--- src/rtl/mogu_collide.sv ---
// Enemy collision checker: one enemy per cycle is tested against Mario after each
// frame tick, with a per-enemy IDLE/ALIVE/SQUASH/DEAD life cycle, scoring and invulnerability.
module mogu_collide #(
  parameter int unsigned MW           = 16,
  parameter int unsigned MH           = 16,
  parameter int unsigned STOMP_MARGIN = 4,
  parameter int unsigned SQUASH_TICKS = 8,
  parameter int unsigned INV_TICKS    = 32,
  parameter int unsigned STOMP_POINTS = 100
) (
  input  logic        clk,
  input  logic        rst_n,
  input  logic        active,
  input  logic        frame_tick,
  input  logic        spawn,
  input  logic [3:0]  MOGU,
  input  logic [10:0] C1,
  input  logic [10:0] C2,
  input  logic [10:0] C3,
  input  logic [10:0] C4,
  input  logic [10:0] R1,
  input  logic [10:0] R2,
  input  logic [10:0] R3,
  input  logic [10:0] R4,
  input  logic [10:0] mario_x,
  input  logic [10:0] mario_y,
  input  logic        mario_falling,
  output logic [3:0]  MM,
  output logic [3:0]  squash,
  output logic        stomp,
  output logic        mario_hit,
  output logic [15:0] score,
  output logic        busy
);

  localparam int unsigned SQW = $clog2(SQUASH_TICKS + 1);
  localparam int unsigned IVW = $clog2(INV_TICKS + 1);

  typedef enum logic [1:0] {
    S_IDLE,
    S_ALIVE,
    S_SQUASH,
    S_DEAD
  } state_t;

  state_t         r_state    [4];
  state_t         w_state_nx [4];
  logic [SQW-1:0] r_sq_cnt    [4];
  logic [SQW-1:0] w_sq_cnt_nx [4];
  logic [IVW-1:0] r_inv_cnt, w_inv_cnt_nx;
  logic [1:0]     r_idx, w_idx_nx;
  logic           r_busy, w_busy_nx;
  logic [15:0]    r_score, w_score_nx;
  logic           r_stomp, w_stomp_nx;
  logic           r_hit, w_hit_nx;
  logic [3:0]     r_mm, w_mm_nx;
  logic [3:0]     r_sq, w_sq_nx;

  logic [10:0] w_cx [4];
  logic [10:0] w_ry [4];
  logic [11:0] w_ex, w_ey, w_mx, w_my;
  logic        w_overlap, w_stomp_geo;
  logic [16:0] w_score_sum;

  assign w_cx[0] = C1;
  assign w_cx[1] = C2;
  assign w_cx[2] = C3;
  assign w_cx[3] = C4;
  assign w_ry[0] = R1;
  assign w_ry[1] = R2;
  assign w_ry[2] = R3;
  assign w_ry[3] = R4;

  // 12-bit geometry so that position + sprite size never wraps
  assign w_ex = {1'b0, w_cx[r_idx]};
  assign w_ey = {1'b0, w_ry[r_idx]};
  assign w_mx = {1'b0, mario_x};
  assign w_my = {1'b0, mario_y};

  assign w_overlap = (w_mx < w_ex + 12'(MW)) && (w_ex < w_mx + 12'(MW)) &&
                     (w_my < w_ey + 12'(MH)) && (w_ey < w_my + 12'(MH));
  assign w_stomp_geo = mario_falling && (w_my + 12'(MH) <= w_ey + 12'(STOMP_MARGIN));
  assign w_score_sum = {1'b0, r_score} + 17'(STOMP_POINTS);

  always_comb begin
    for (int unsigned i = 0; i < 4; i++) begin
      w_state_nx[i]  = r_state[i];
      w_sq_cnt_nx[i] = r_sq_cnt[i];
    end
    w_inv_cnt_nx = r_inv_cnt;
    w_idx_nx     = r_idx;
    w_busy_nx    = r_busy;
    w_score_nx   = r_score;
    w_stomp_nx   = 1'b0;
    w_hit_nx     = 1'b0;

    if (spawn) begin
      for (int unsigned i = 0; i < 4; i++)
        w_state_nx[i] = MOGU[i] ? S_ALIVE : S_IDLE;
      w_busy_nx = 1'b0;
      w_idx_nx  = 2'd0;
    end else if (r_busy) begin
      if (r_state[r_idx] == S_ALIVE && w_overlap) begin
        if (w_stomp_geo) begin
          w_state_nx[r_idx]  = S_SQUASH;
          w_sq_cnt_nx[r_idx] = SQW'(SQUASH_TICKS);
          w_stomp_nx         = 1'b1;
          w_score_nx         = w_score_sum[16] ? '1 : w_score_sum[15:0];
        end else if (r_inv_cnt == '0) begin
          w_hit_nx     = 1'b1;
          w_inv_cnt_nx = IVW'(INV_TICKS);
        end
      end
      w_idx_nx  = r_idx + 2'd1;
      w_busy_nx = (r_idx != 2'd3);
    end else if (active && frame_tick) begin
      w_busy_nx = 1'b1;
      w_idx_nx  = 2'd0;
      for (int unsigned i = 0; i < 4; i++) begin
        if (r_state[i] == S_SQUASH) begin
          if (r_sq_cnt[i] <= SQW'(1)) begin
            w_state_nx[i]  = S_DEAD;
            w_sq_cnt_nx[i] = '0;
          end else begin
            w_sq_cnt_nx[i] = r_sq_cnt[i] - SQW'(1);
          end
        end
      end
      if (r_inv_cnt != '0)
        w_inv_cnt_nx = r_inv_cnt - IVW'(1);
    end

    for (int unsigned i = 0; i < 4; i++) begin
      w_mm_nx[i] = (w_state_nx[i] == S_ALIVE);
      w_sq_nx[i] = (w_state_nx[i] == S_SQUASH);
    end
  end

  always_ff @(posedge clk) begin
    if (!rst_n) begin
      for (int unsigned i = 0; i < 4; i++) begin
        r_state[i]  <= S_IDLE;
        r_sq_cnt[i] <= '0;
      end
      r_inv_cnt <= '0;
      r_idx     <= '0;
      r_busy    <= 1'b0;
      r_score   <= '0;
      r_stomp   <= 1'b0;
      r_hit     <= 1'b0;
      r_mm      <= '0;
      r_sq      <= '0;
    end else begin
      for (int unsigned i = 0; i < 4; i++) begin
        r_state[i]  <= w_state_nx[i];
        r_sq_cnt[i] <= w_sq_cnt_nx[i];
      end
      r_inv_cnt <= w_inv_cnt_nx;
      r_idx     <= w_idx_nx;
      r_busy    <= w_busy_nx;
      r_score   <= w_score_nx;
      r_stomp   <= w_stomp_nx;
      r_hit     <= w_hit_nx;
      r_mm      <= w_mm_nx;
      r_sq      <= w_sq_nx;
    end
  end

  assign MM        = r_mm;
  assign squash    = r_sq;
  assign stomp     = r_stomp;
  assign mario_hit = r_hit;
  assign score     = r_score;
  assign busy      = r_busy;

endmodule

--- config.mk ---
export PLATFORM = sky130hd
export DESIGN_NAME = mogu_collide
export DESIGN_NICKNAME = d
export VERILOG_FILES = /design/src/rtl/mogu_collide.sv
export SDC_FILE = /design/constraint.sdc
export NUM_CORES = 1
export LEC_CHECK = 0
export ABC_AREA = 1
export BUFFER_PORTS_ARGS = -buffer_cell sky130_fd_sc_hd__buf_2
export CORE_UTILIZATION = 60
export CTS_CLUSTER_DIAMETER = 100
export DETAILED_ROUTE_END_ITERATION = 16
export GPL_ROUTABILITY_DRIVEN = 0
export HOLD_SLACK_MARGIN = 0.15
export MAX_ROUTING_LAYER = met4
export PLACE_DENSITY = 0.94
export SETUP_SLACK_MARGIN = 0.02
export SLEW_MARGIN = 15
export SYNTH_ARGS = -nofsm -noshare
export SYNTH_HDL_FRONTEND = slang
export SYNTH_SLANG_ARGS = --single-unit
--- constraint.sdc ---
create_clock -name clk -period 7.1 [get_ports clk]
set_clock_uncertainty 0.2 [all_clocks]
set_input_delay 0.355 -clock clk [delete_from_list [all_inputs] [get_ports clk]]
set_output_delay 0.355 -clock clk [all_outputs]
set_load 0.01 [all_outputs]
# Word level (Yosys, flattened, before mapping)
# Memory sizes are Yosys's and may differ from the RTL's. A register that Yosys moved wholly into a read port is not among the register bits.
# Index checks and enable logic that the tools add are counted.
# Widths: inputs -> output; s select.
[op_classes]
addsub = 12
bitwise = 19
reduce_logical = 16
order_cmp = 11
muxes = 65
n_eq_ne = 17
[ops]
columns = ["cell", "n"]
rows = [
  ["$mux 16", 6],
  ["$mux 4", 13],
  ["$add 11x5->12 const B", 4],
  ["$lt 11x12->1", 4],
  ["$bmux 11 s2", 2],
  ["$mux 11", 4],
  ["$mux 8", 5],
  ["$mux 6", 6],
  ["$mux 2", 17],
  ["$add 16x7->17 const B", 1],
  ["$eq 2x2->1 const B", 8],
  ["$le 4x1->1 const B", 4],
  ["$sub 4x1->4 const B", 4],
  ["$add 11x3->12 const B", 1],
  ["$and 12x12->12", 1],
  ["$le 12x12->1", 1],
  ["$not 12->12", 1],
  ["$eq 2x1->1 const B", 5],
  ["$mux 1", 10],
  ["$demux 4 s2", 1],
  ["$or 1x1->1", 8],
  ["$or 4x4->4", 2],
  ["$logic_and 1x1->1", 7],
  ["$logic_not 6->1", 1],
  ["other kinds (18)", 24],
]
[word_totals]
elab_cells = 150
memories = 2
reg_bits = 35
mem_bits_rw = 24
inputBits = 120
out_inout_bits = 27
[memory_table]
columns = ["memory", "words", "word_bits", "rd", "rd_ports_with_merged_regs", "write_ports", "line_no", "rtl"]
rows = [
  ["r_sq_cnt", 4, 4, 4, 0, 4, "48", "logic [SQW-1:0] r_sq_cnt [4];"],
  ["r_state", 4, 2, 5, 1, 4, "46", "state_t r_state [4];"],
]

# Longest topological paths before layout
[logic_depth]
depth_word = 14
depth_mapped = 26
depth_no_buf = 24

# Worst setup path after synthesis
# No wires, ideal clock.
[synth_timing]
path_type = "register -> register"
startpoint = "reg r_idx[0]"
endpoint = "mem r_sq_cnt[3][0] (netlist name)"
path_stages_with_launch = 22
n_path_buf = 3
arrival_ps = 3451
setup_time_ps = 132
path_slack_ps = 3317
t_required_ps = 6768
cell_sequence = "dfxtp_1 > buf_6 > buf_4 > o21ai_1 > o22ai_2 > ha_1 > nand2_1 > nor3_1 > xor2_1 > a21oi_1 > inv_1 > ha_1 > nand4_1 > nor3_1 > nand4_1 > o21ai_0 > nand2_1 > a21oi_1 > clkbuf_1 > nand3_1 > nand2_1 > a21oi_1"
[synth_lines]
columns = ["element", "line_no", "rtl"]
rows = [
  ["from (decl)", "51", "logic [1:0] r_idx, w_idx_nx;"],
  ["from (signal assigned)", "159", "r_idx <= w_idx_nx;"],
  ["to (decl)", "48", ""],
]

# Worst setup path after layout
[layout_timing]
startpoint = "reg r_idx[1]"
endpoint = "reg r_score[2], in the netlist score[2]"
[layout_via]
elab_chain_cells = 11
[layout_lines]
columns = ["element", "line_no", "rtl"]
rows = [
  ["$not 2->3 (implied by the code) (*)", "75, 76", ""],
  ["$bmux 11 s2", "75", "assign w_ex = {1'b0, w_cx[r_idx]};"],
  ["$mux 11 (implied by the code) (2 in series)", "75", ""],
  ["$add 11x5->12", "80", "assign w_overlap = (w_mx < w_ex + 12'(MW)) && (w_ex < w_mx + 12'(MW)) &&"],
  ["$lt 11x12->1", "80", ""],
  ["$logic_and 1x1->1 (2 in series)", "80", ""],
  ["$logic_and 1x1->1", "81", "(w_my < w_ey + 12'(MH)) && (w_ey < w_my + 12'(MH));"],
  ["$logic_and 1x1->1", "103", "if (r_state[r_idx] == S_ALIVE && w_overlap) begin"],
  ["$reduce_and 4->1 (no line) (*)", "--", ""],
  ["to (signal assigned)", "161", "r_score <= w_score_nx;"],
  ["to (decl)", "53", "logic [15:0] r_score, w_score_nx;"],
]
# Mark *: on every way between the ends. The rest lies on a longest branch, timed or not. The select of a mux whose other input is x is not followed.
# A chain may end at the register's enable or synchronous reset.

==> metrics.cfg <==
[die]
start_util_pct = 61.8
dieArea_mm2 = 0.0104
core_area_mm2 = 0.00973
ioPinCount = 147
die_x_um = 102
row_count = 36
die_h_um = 102

[drt]
ant_nets = 0
drt_iter0_drc = 562
vias = 6803
route.met2.wl_um = 8100
route.detailed.drc = 0
wl_met3_um = 1300
wirelength_um = 16700
avgRoutedWirePerCell_um = 13.6
top_layer_used = met4
vias_per_cell = 5.52
wl_met1_um = 6850
dr.pass1.iters = 8

[clocking]
cts_resized = 0
clock_path_buffers = 2
clk_latency_ps = 350
tritoncts.num_buffers = 9
htree_levels = 3
cts_tree = built
cts.sinks = 60
clk_pin_slew_ps = 70
root_buffer = clkbuf_8

[flow_run]
max_cap_viol_count = 0

[timing]
setup_viol = 0
hold_slack_ps = 165
fin_setup_tns_ps = 0
setup_slack_ps = 1730
fmax_ghz = 0.186
worst_slew_pin_slew_ps = 1080
rsz0062_at_grt = false
worst_slew_margin_rel_pct = 28.2
min_period_over_period_pct = 75.6
fin_crit_ps = 5370
slew_violations = 0
final-hold-violation-count = 0

[critical_path]
arrival_ps = 5390
worstPathRequired_ps = 7130
worstSetupPathType = reg -> reg
worstSetupStartpointType = flip-flop
cp-end-kind = flip-flop
path_max_fanout = 31

[grt]
grt_first_pass_wirelength_um = 27500
gr-total-overflow = 0
grt_antenna_before_repair = 0
grt_pass1_vias = 6332
grt_max_degree = 49
grt_use_total_pct = 34.3

[logic_synthesis]
postSynth.asyncResetShare_pct = 0
ys_seq_area_share_pct = 20.0
ys.flop_type = dfxtp_1
synth_edf_count = 0
syn_avg_cell_area_um2 = 6.23
syn_area_mm2 = 0.00601
netlist_instances = 965
synth_cell_type_count = 45
yosysTopAreaCellShare_pct = 20.0
synth_area_leaders = dfxtp_1, nand2_1, ha_1, inv_1, nand3_1
yosys_warnings = 0
yosysTopAreaCell = dfxtp_1
syn-num-nets = 1155
yosys_register_bits = 60

[status]
status = finished, final reports clean

[final_layout]
fin_area_mm2 = 0.00707
fin_nets = 1284
num_antenna_cells = 0
final_common_cell = nand2_1
layout-drive-gt1-share_pct = 17.6
area_growth_pct = 17.5
final_cell_mix = nand2_1, buf_2, inv_1

[hold_path]
worstHoldPathType = in -> reg

[power_and_ir_drop]
pwr_density_cell_mw_per_mm2 = 152
p_leak_nw = 3.79
peakVddDrop_v = 0.000143

[placement]
io_buffers = 146
post-place-ws_ps = 1900
place_area_mm2 = 0.00674
hpwl_um = 12800

## critical path, cell delays in order, from the launching register on
cell and delay (ps):
dfxtp_1 750, inv_2 410, nand3_1 190, and2_1 270, ha_1 240, nand2_1 80
nor3_1 210, xor2_1 130, a21oi_1 140, inv_1 60, ha_1 290, nand4_1 120
nor3_1 200, nand4_1 100, o21ai_0 160, nand2_1 150, inv_1 120, nand2_1 70
nor2_1 590, nand2_2 370, nor2_1 270, a21oi_1 120
## cells in the mapped netlist (3+ instances only)
library cell  number
nor2_2             3
o211ai_1           4
clkinv_1           3
or2_2              5
xnor2_1            6
nor3_1            18
buf_1              3
nor2_1            84
nand3_1           79
buf_4              6
nand4_1           20
nand2_2            5
xor2_1            23
a21o_1             3
a32oi_1            7
buf_2              4
inv_1            143
buf_6              5
ha_1              70
dfxtp_1           60
a21oi_1           67
nand2_1          258
nand3b_1           5
o31ai_1            8
inv_2              3
a32o_1             3
o21ai_0           26
nand3_2            4
clkbuf_1          15
## worst paths after layout
| check | startpoint | endpoint | slack, ps | cells past startpoint |
|---|---|---|---|---|
| setup / recovery | r_idx[1] | score[2] | 1730 | 21 |
| hold / removal | MOGU[2] | squash[2] | 160 | 4 |
| setup reg to reg | r_idx[1] | score[2] | 1730 | 21 |
| hold reg to reg | r_inv_cnt[0] | r_inv_cnt[0] | 280 | 2 |
## through the flow
step                instances  power, mW  util [%]
floorplan                 965      0.533         -
global placement         1213      0.607      69.3
detailed placement       1213      0.617      69.3
CTS                      1232       1.07      72.6
global route             1232       1.13      72.6
finish                   1232       1.07      72.6
## state kept, by name, indices dropped and copies added (netlist names), named ones only
signal and cells:
r_sq_cnt 16, score 15, r_state 8, r_inv_cnt 6, MM 4, squash 4, r_idx 2, busy 1
mario_hit 1, stomp 1
## cell families (layout without fill, tap and decap cells)
| family | after synthesis | in the layout | synth area share [%] |
|---|---|---|---|
| simple gates | 489 | 489 | 35.3 |
| compound gates | 134 | 134 | 13.3 |
| buf+inv | 183 | 317 | 12.6 |
| flops | 60 | 60 | 20.0 |
| xor+xnor | 29 | 29 | 4.22 |
| fa+ha+maj | 70 | 70 | 14.6 |
## report_power, final
part / switching (mW) / internal, mW / total [mW]
clock network: 0.138 / 0.314 / 0.452
logic: 0.160 / 0.109 / 0.269
registers: 0.00704 / 0.344 / 0.351
## metal layers
metal	vias up	track usage (%)
li1	3394	-
met1	3039	39.9
met2	304	56.9
met3	66	7.66
met4	0	14.4
met5	-	-
## layout make-up
class / count / area [µm²]
sequential: 60 / 1200
multi-input combinational: 722 / 4060
timing repair buffer: 151 / 776
clock inverter: 6 / 159
fill: 817 / 2660
clock buffer: 10 / 138
tap: 133 / 166
inverter: 150 / 568
## repair_timing
item,in CTS,in global routing
hold buffers,3,0
hold endpoints to repair,4,0
buffers inserted,0,0
No activity file was read; power rests on OpenSTA's default activity.
